### src/rtl/ariane_pkg.sv
// +----------------------------------------------------------------------+
// | ariane_pkg: shared types for the dcache flush arbiter                 |
// | Revision: 1.0                                                        |
// +----------------------------------------------------------------------+
`default_nettype none

package ariane_pkg;

    typedef enum logic [1:0] {
        IDLE  = 2'd0,
        FLUSH = 2'd1,
        DRAIN = 2'd2,
        ACK   = 2'd3
    } flush_arb_state_e;

endpackage

`default_nettype wire

### src/rtl/dcache_flush_arbiter_counter.sv
// +----------------------------------------------------------------------+
// | dcache_flush_arbiter_counter: up counter with sync clear and enable   |
// | Revision: 1.0                                                        |
// +----------------------------------------------------------------------+
`default_nettype none

module dcache_flush_arbiter_counter #(
    parameter int unsigned WIDTH = 4
) (
    input  logic             clk_i,
    input  logic             rst_i,
    input  logic             clear_i,
    input  logic             en_i,
    output logic [WIDTH-1:0] count_o
);

    // Clear has priority over enable.
    always_ff @(posedge clk_i or posedge rst_i) begin
        if (rst_i) begin
            count_o <= '0;
        end else if (clear_i) begin
            count_o <= '0;
        end else if (en_i) begin
            count_o <= count_o + WIDTH'(1);
        end
    end

endmodule

`default_nettype wire

### src/rtl/dcache_flush_arbiter.sv
// +----------------------------------------------------------------------+
// | dcache_flush_arbiter: merges fence/fence.i/fence.t flush requests     |
// | into one dcache flush with optional idle-drain phase.                 |
// | Revision: 1.0                                                        |
// +----------------------------------------------------------------------+
`default_nettype none

module dcache_flush_arbiter
    import ariane_pkg::*;
#(
    parameter int unsigned      NrReq       = 3,
    parameter int unsigned      DrainCycles = 16,
    parameter logic [NrReq-1:0] DrainEn     = 3'b100
) (
    input  logic             clk_i,
    input  logic             rst_i,
    input  logic [NrReq-1:0] req_i,
    output logic [NrReq-1:0] ack_o,
    output logic             flush_dcache_o,
    input  logic             flush_dcache_ack_i,
    input  logic             cache_busy_i,
    output logic             stall_cache_o,
    output logic             busy_o,
    output logic [31:0]      flush_cnt_o
);

    localparam int unsigned CntW = $clog2(DrainCycles + 1);

    flush_arb_state_e  state;
    logic [NrReq-1:0]  serve_mask;
    logic [CntW-1:0]   drain_cnt;
    logic              need_drain;
    logic              drain_entry;
    logic              drain_done;
    logic              drain_sat;

    assign need_drain  = |(serve_mask & DrainEn);
    assign drain_entry = (state == FLUSH) && flush_dcache_ack_i && need_drain;
    assign drain_done  = (state == DRAIN) && !cache_busy_i &&
                         (drain_cnt == CntW'(DrainCycles - 1));
    // Saturating at DrainCycles keeps the counter from wrapping while unused.
    assign drain_sat   = (drain_cnt == CntW'(DrainCycles));

    dcache_flush_arbiter_counter #(
        .WIDTH (CntW)
    ) u_drain_cnt (
        .clk_i   (clk_i),
        .rst_i   (rst_i),
        .clear_i (cache_busy_i | drain_entry),
        .en_i    (~drain_sat),
        .count_o (drain_cnt)
    );

    always_ff @(posedge clk_i or posedge rst_i) begin
        if (rst_i) begin
            state          <= IDLE;
            serve_mask     <= '0;
            flush_cnt_o    <= '0;
            ack_o          <= '0;
            flush_dcache_o <= 1'b0;
            stall_cache_o  <= 1'b0;
            busy_o         <= 1'b0;
        end else begin
            case (state)
                IDLE: begin
                    ack_o <= '0;
                    if (|req_i) begin
                        serve_mask     <= req_i;
                        state          <= FLUSH;
                        flush_dcache_o <= 1'b1;
                        busy_o         <= 1'b1;
                    end
                end
                FLUSH: begin
                    if (flush_dcache_ack_i) begin
                        flush_dcache_o <= 1'b0;
                        if (need_drain) begin
                            state         <= DRAIN;
                            stall_cache_o <= 1'b1;
                        end else begin
                            state       <= ACK;
                            ack_o       <= serve_mask;
                            flush_cnt_o <= flush_cnt_o + 32'd1;
                        end
                    end
                end
                DRAIN: begin
                    if (drain_done) begin
                        state         <= ACK;
                        stall_cache_o <= 1'b0;
                        ack_o         <= serve_mask;
                        flush_cnt_o   <= flush_cnt_o + 32'd1;
                    end
                end
                ACK: begin
                    state  <= IDLE;
                    ack_o  <= '0;
                    busy_o <= 1'b0;
                end
                default: begin
                    state          <= IDLE;
                    serve_mask     <= '0;
                    ack_o          <= '0;
                    flush_dcache_o <= 1'b0;
                    stall_cache_o  <= 1'b0;
                    busy_o         <= 1'b0;
                end
            endcase
        end
    end

endmodule

`default_nettype wire

### config.mk
export PLATFORM = sky130hd
export DESIGN_NAME = dcache_flush_arbiter
export DESIGN_NICKNAME = d
export VERILOG_FILES = /design/src/rtl/ariane_pkg.sv /design/src/rtl/dcache_flush_arbiter_counter.sv /design/src/rtl/dcache_flush_arbiter.sv
export SDC_FILE = /design/constraint.sdc
export NUM_CORES = 1
export LEC_CHECK = 0
export ABC_AREA = 1
export ABC_CLOCK_PERIOD_IN_PS = 2100
export CORE_MARGIN = 3
export CORE_UTILIZATION = 30
export CTS_CLUSTER_DIAMETER = 80
export DETAILED_ROUTE_END_ITERATION = 16
export SYNTH_ARGS = -nofsm -noshare
export SYNTH_HDL_FRONTEND = slang
export SYNTH_HIERARCHICAL = 1
export SYNTH_SLANG_ARGS = --single-unit
### constraint.sdc
create_clock -name clk_i -period 2.1 [get_ports clk_i]
set_input_delay 0.63 -clock clk_i [delete_from_list [all_inputs] [get_ports clk_i]]
set_output_delay 0.63 -clock clk_i [all_outputs]
set_load 0.01 [all_outputs]
==> impl_results.md <==
- GRT Residual Overflow: 0
- Crit path max fanout: 6
- R2r endpoint: flush_cnt_o[30]
- Setup TNS: 0 ns
- Syn_area_per_cell: 7.410 um^2
- Wire per inst: between 10 and 15 um
- Clk Latency, worst-skew pair: about 0.3 ns
- Post-Syn Nets: 402
- Area growth, synth to finish: 24.85%
- Detailed Place HPWL: ~4.9 mm
- R2r setup slk: 0.22 ns
- Worst path arrival time: around 1.4 ns
- Sequential fraction of the synthesis area: around two fifths
- Worst VDD drop: between 0.5 and 0.6 mV
- Filler instances: approximately 1,000
- Clk Tree Root Cell: clkbuf_8
- Slew Limit Fails: 0
- Die height: between 100 and 150 um
- Comb pwr share: between 30% and 40%
- Vias in the first global route: approximately 2,500
- Row Count: 35
- First drt pass iteration count: 4
- CTS tree: built
- Worst path required time: around 1.5 ns
- Crit-path cells: clkdlybuf4s50_1
- Sequential Power Share: around 42%
- Worst hold-check path type: flip-flop to flip-flop
- Period Utilization, post-route: a little over nine tenths
- Total Wirelength: 6.568 mm
- Layout cells sized above 1: between 7 and 8%
- Mapped cell area: approximately 2900 um^2
- Clock power frac: about a fifth
- CP max stage cell: clkdlybuf4s50_1
- Setup-failing EPs final: 0
- Reg clk slew, reported paths: about 0.090 ns
- IO buf count: 44
- CP startpoint kind: flip-flop
- Status: finished, final reports clean
- Hold_sp: ack_o[1]
- Via Count: around 2,600
- RSZ-0062 raised after global routing: true
- Inserted Clock Buffers: 5
- Global-route wire length before repair: 11.63 mm
- WP depth: 1
- Commonest non-fill, non-tap cell in the layout: nand2_1
- Worst Hold Path EP: ack_o[1]
- Final Hold Viols: 0
- I/O pin count: 45
- Hold depth: 2
- Multi-input gate area: approximately 1400 um^2
- Iter 0 DRT Violations: 82
- Clk buf depth: 2
- Final instance area: roughly 3600 um^2
- FF+latch count, synth: 48
- Family with the most delay on the worst path: buffers and inverters
- Largest net degree at the start of global routing: 44
- P_sw: 1.105 mW
- Mux share of post-synthesis cell area: 0%
- GP Congestion: between 0.8 and 0.9
- Final setup skew: 0.009755 ns
- H-tree depth: 2
- Minimum clock period: approximately 2.0 ns
- Max Cap Viol: 0
- Die X: roughly 100 um
- PD cells: between 800 and 900 nW/um^2
- Worst slack at placement: -0.05549 ns
- Die ar.: between 10,000 and 15,000 um^2
- Leak Pwr: roughly 1.6 nW
- Fin util: 38.67%
- Crit-path max cell delay: 0.58 ns
- Post-cts gate resize count: 0
- Simple-gate share of the synthesized area: approximately 37%
- Reg2reg start: state[0]
- Final nets: ~450
- Final WS setup: about 0.12 ns
- Max-Slew Margin vs Limit: between 70% and 80%
- Drc violations: 0
- Depth of the most critical reg-to-reg path: 10
- Initial core utilization: a little over 30%
- FF+latch area: 1201 um^2
- Synth Area in XOR/XNOR: under 10%
- Achievable clock frequency: 0.5052 GHz
- Critical path class: flip-flop to primary output
- Total Power: between 2 and 3 mW
- Net Sw Frac: about 37%
- Crit path capture type: primary output
- Number of routed nets with antenna violations: 0
- Vias per cell: between 4 and 5
- Main combinational cell family by area after synthesis: simple AND/OR/NAND/NOR gates
- Number of diodes: 0
- Placement Cell Area: 3500 um^2
- Post-synthesis compound-gate area fraction: roughly 7.0%
- Post-Synth Adder-Cell Area: under 10%
- Yosys cell types: 30
- Pint: ~1.8 mW
- Core footprint: a little over 9000 um^2
- Buf/Inv on CP: 1
- Gr usage total: 12.82%
- Slew @ Worst Pin: around 0.36 ns
- Synth Instances: roughly 390
- Most frequent cells in the layout: 133 x nand2_1, 49 x inv_1, 48 x dfrtp_1
- CTS Sinks: between 40 and 50
- Synth Warn #: 6
- Initial antenna violation count: 0
registers in the layout, indices dropped and copies added, names as in the netlist:
| register | cells |
|---|---|
| busy_o | 1 |
| serve_mask | 3 |
| state | 2 |
| flush_cnt_o | 32 |
| flush_dcache_o | 1 |
| ack_o | 3 |
| stall_cache_o | 1 |
| u_drain_cnt/count_o | 5 |
metrics by stage:
stage	std cells	hold WS (ns)
final	569	0.4884
after global routing	569	0.5097
after CTS	569	0.4972
after detailed placement	561	0.4748
after global placement	561	0.4696
after floorplan	388	0.4085
metal layers:
| layer | wire [um] | up-vias | GRT usage [%] |
|---|---|---|---|
| li1 | - | 1332 | - |
| met3 | 274 | 4 | 2.483 |
| met1 | 2978 | 1199 | 16.06 |
| met2 | 3263 | 40 | 22.52 |
| met4 | 52 | 0 | 3.514 |
| met5 | 0 | - | 0 |
area by class of cell:
cell class	count	area share [%]
multi-input cells	284	40.19
flip-flops and latches	48	33.46
repair buffers	49	14.01
inverters	51	5.333
well taps	129	4.496
clock buffers	8	2.510
how the worst max path moves through the flow:
stage,start,end,slack [ns]
after global routing,state[0],flush_cnt_o[24],-0.04
after floorplan,rst_i,ack_o[0],0.47
after CTS,flush_cnt_o[28],flush_cnt_o[28],0.1
after global placement,cache_busy_i,flush_cnt_o[30],-0.01
final,flush_cnt_o[28],flush_cnt_o[28],0.12
after detailed placement,cache_busy_i,flush_cnt_o[24],-0.06
synthesized netlist by cell type (all sizes together):
master	count	share of area [%]
a21oi	6	1.4
a31oi	2	0.44
and2	1	0.22
buf	5	1.4
dfrtp	48	42
ha	7	3.0
inv	51	6.7
nand2	136	18
nand3	28	5.7
nand3b	6	1.6
nand4	14	3.0
nor2	44	8.3
nor3	1	0.17
o21ai	28	4.9
o21bai	1	0.26
or2	1	0.22
xnor2	7	2.1
xor2	2	0.61
worst reg2reg max path: cells and delay by family (launching register included):
| kind | cells | cell delay [ns] |
|---|---|---|
| and+or+nand+nor | 7 | 0.89 |
| DFF | 1 | 0.41 |
| adders and majority gates | 1 | 0.30 |
| buffers and inverters | 2 | 0.22 |
power by group through the flow:
stage	logic (mW)	registers [mW]	clock network, mW
CTS	1.17	1.23	0.607
floorplan	0.743	1.26	0
finish	1.15	1.22	0.574
global route	1.32	1.25	0.643
global placement	1.14	1.24	0
detailed placement	1.16	1.24	0
kinds of logic (layout without fill, tap and decap cells):
kind of cell | after synthesis | after routing
flops | 48 | 48
simple gates | 231 | 231
buf+inv | 56 | 108
xor+xnor | 9 | 9
compound gates | 37 | 37
fa+ha+maj | 7 | 7
what timing repair did:
item / CTS / global route
hold endpoints to repair: 0 / 0
setup endpoints to repair: 0 / 6
buffers inserted: 0 / 0
hold buffers: 0 / 0
(Power assumes the default switching activity.)
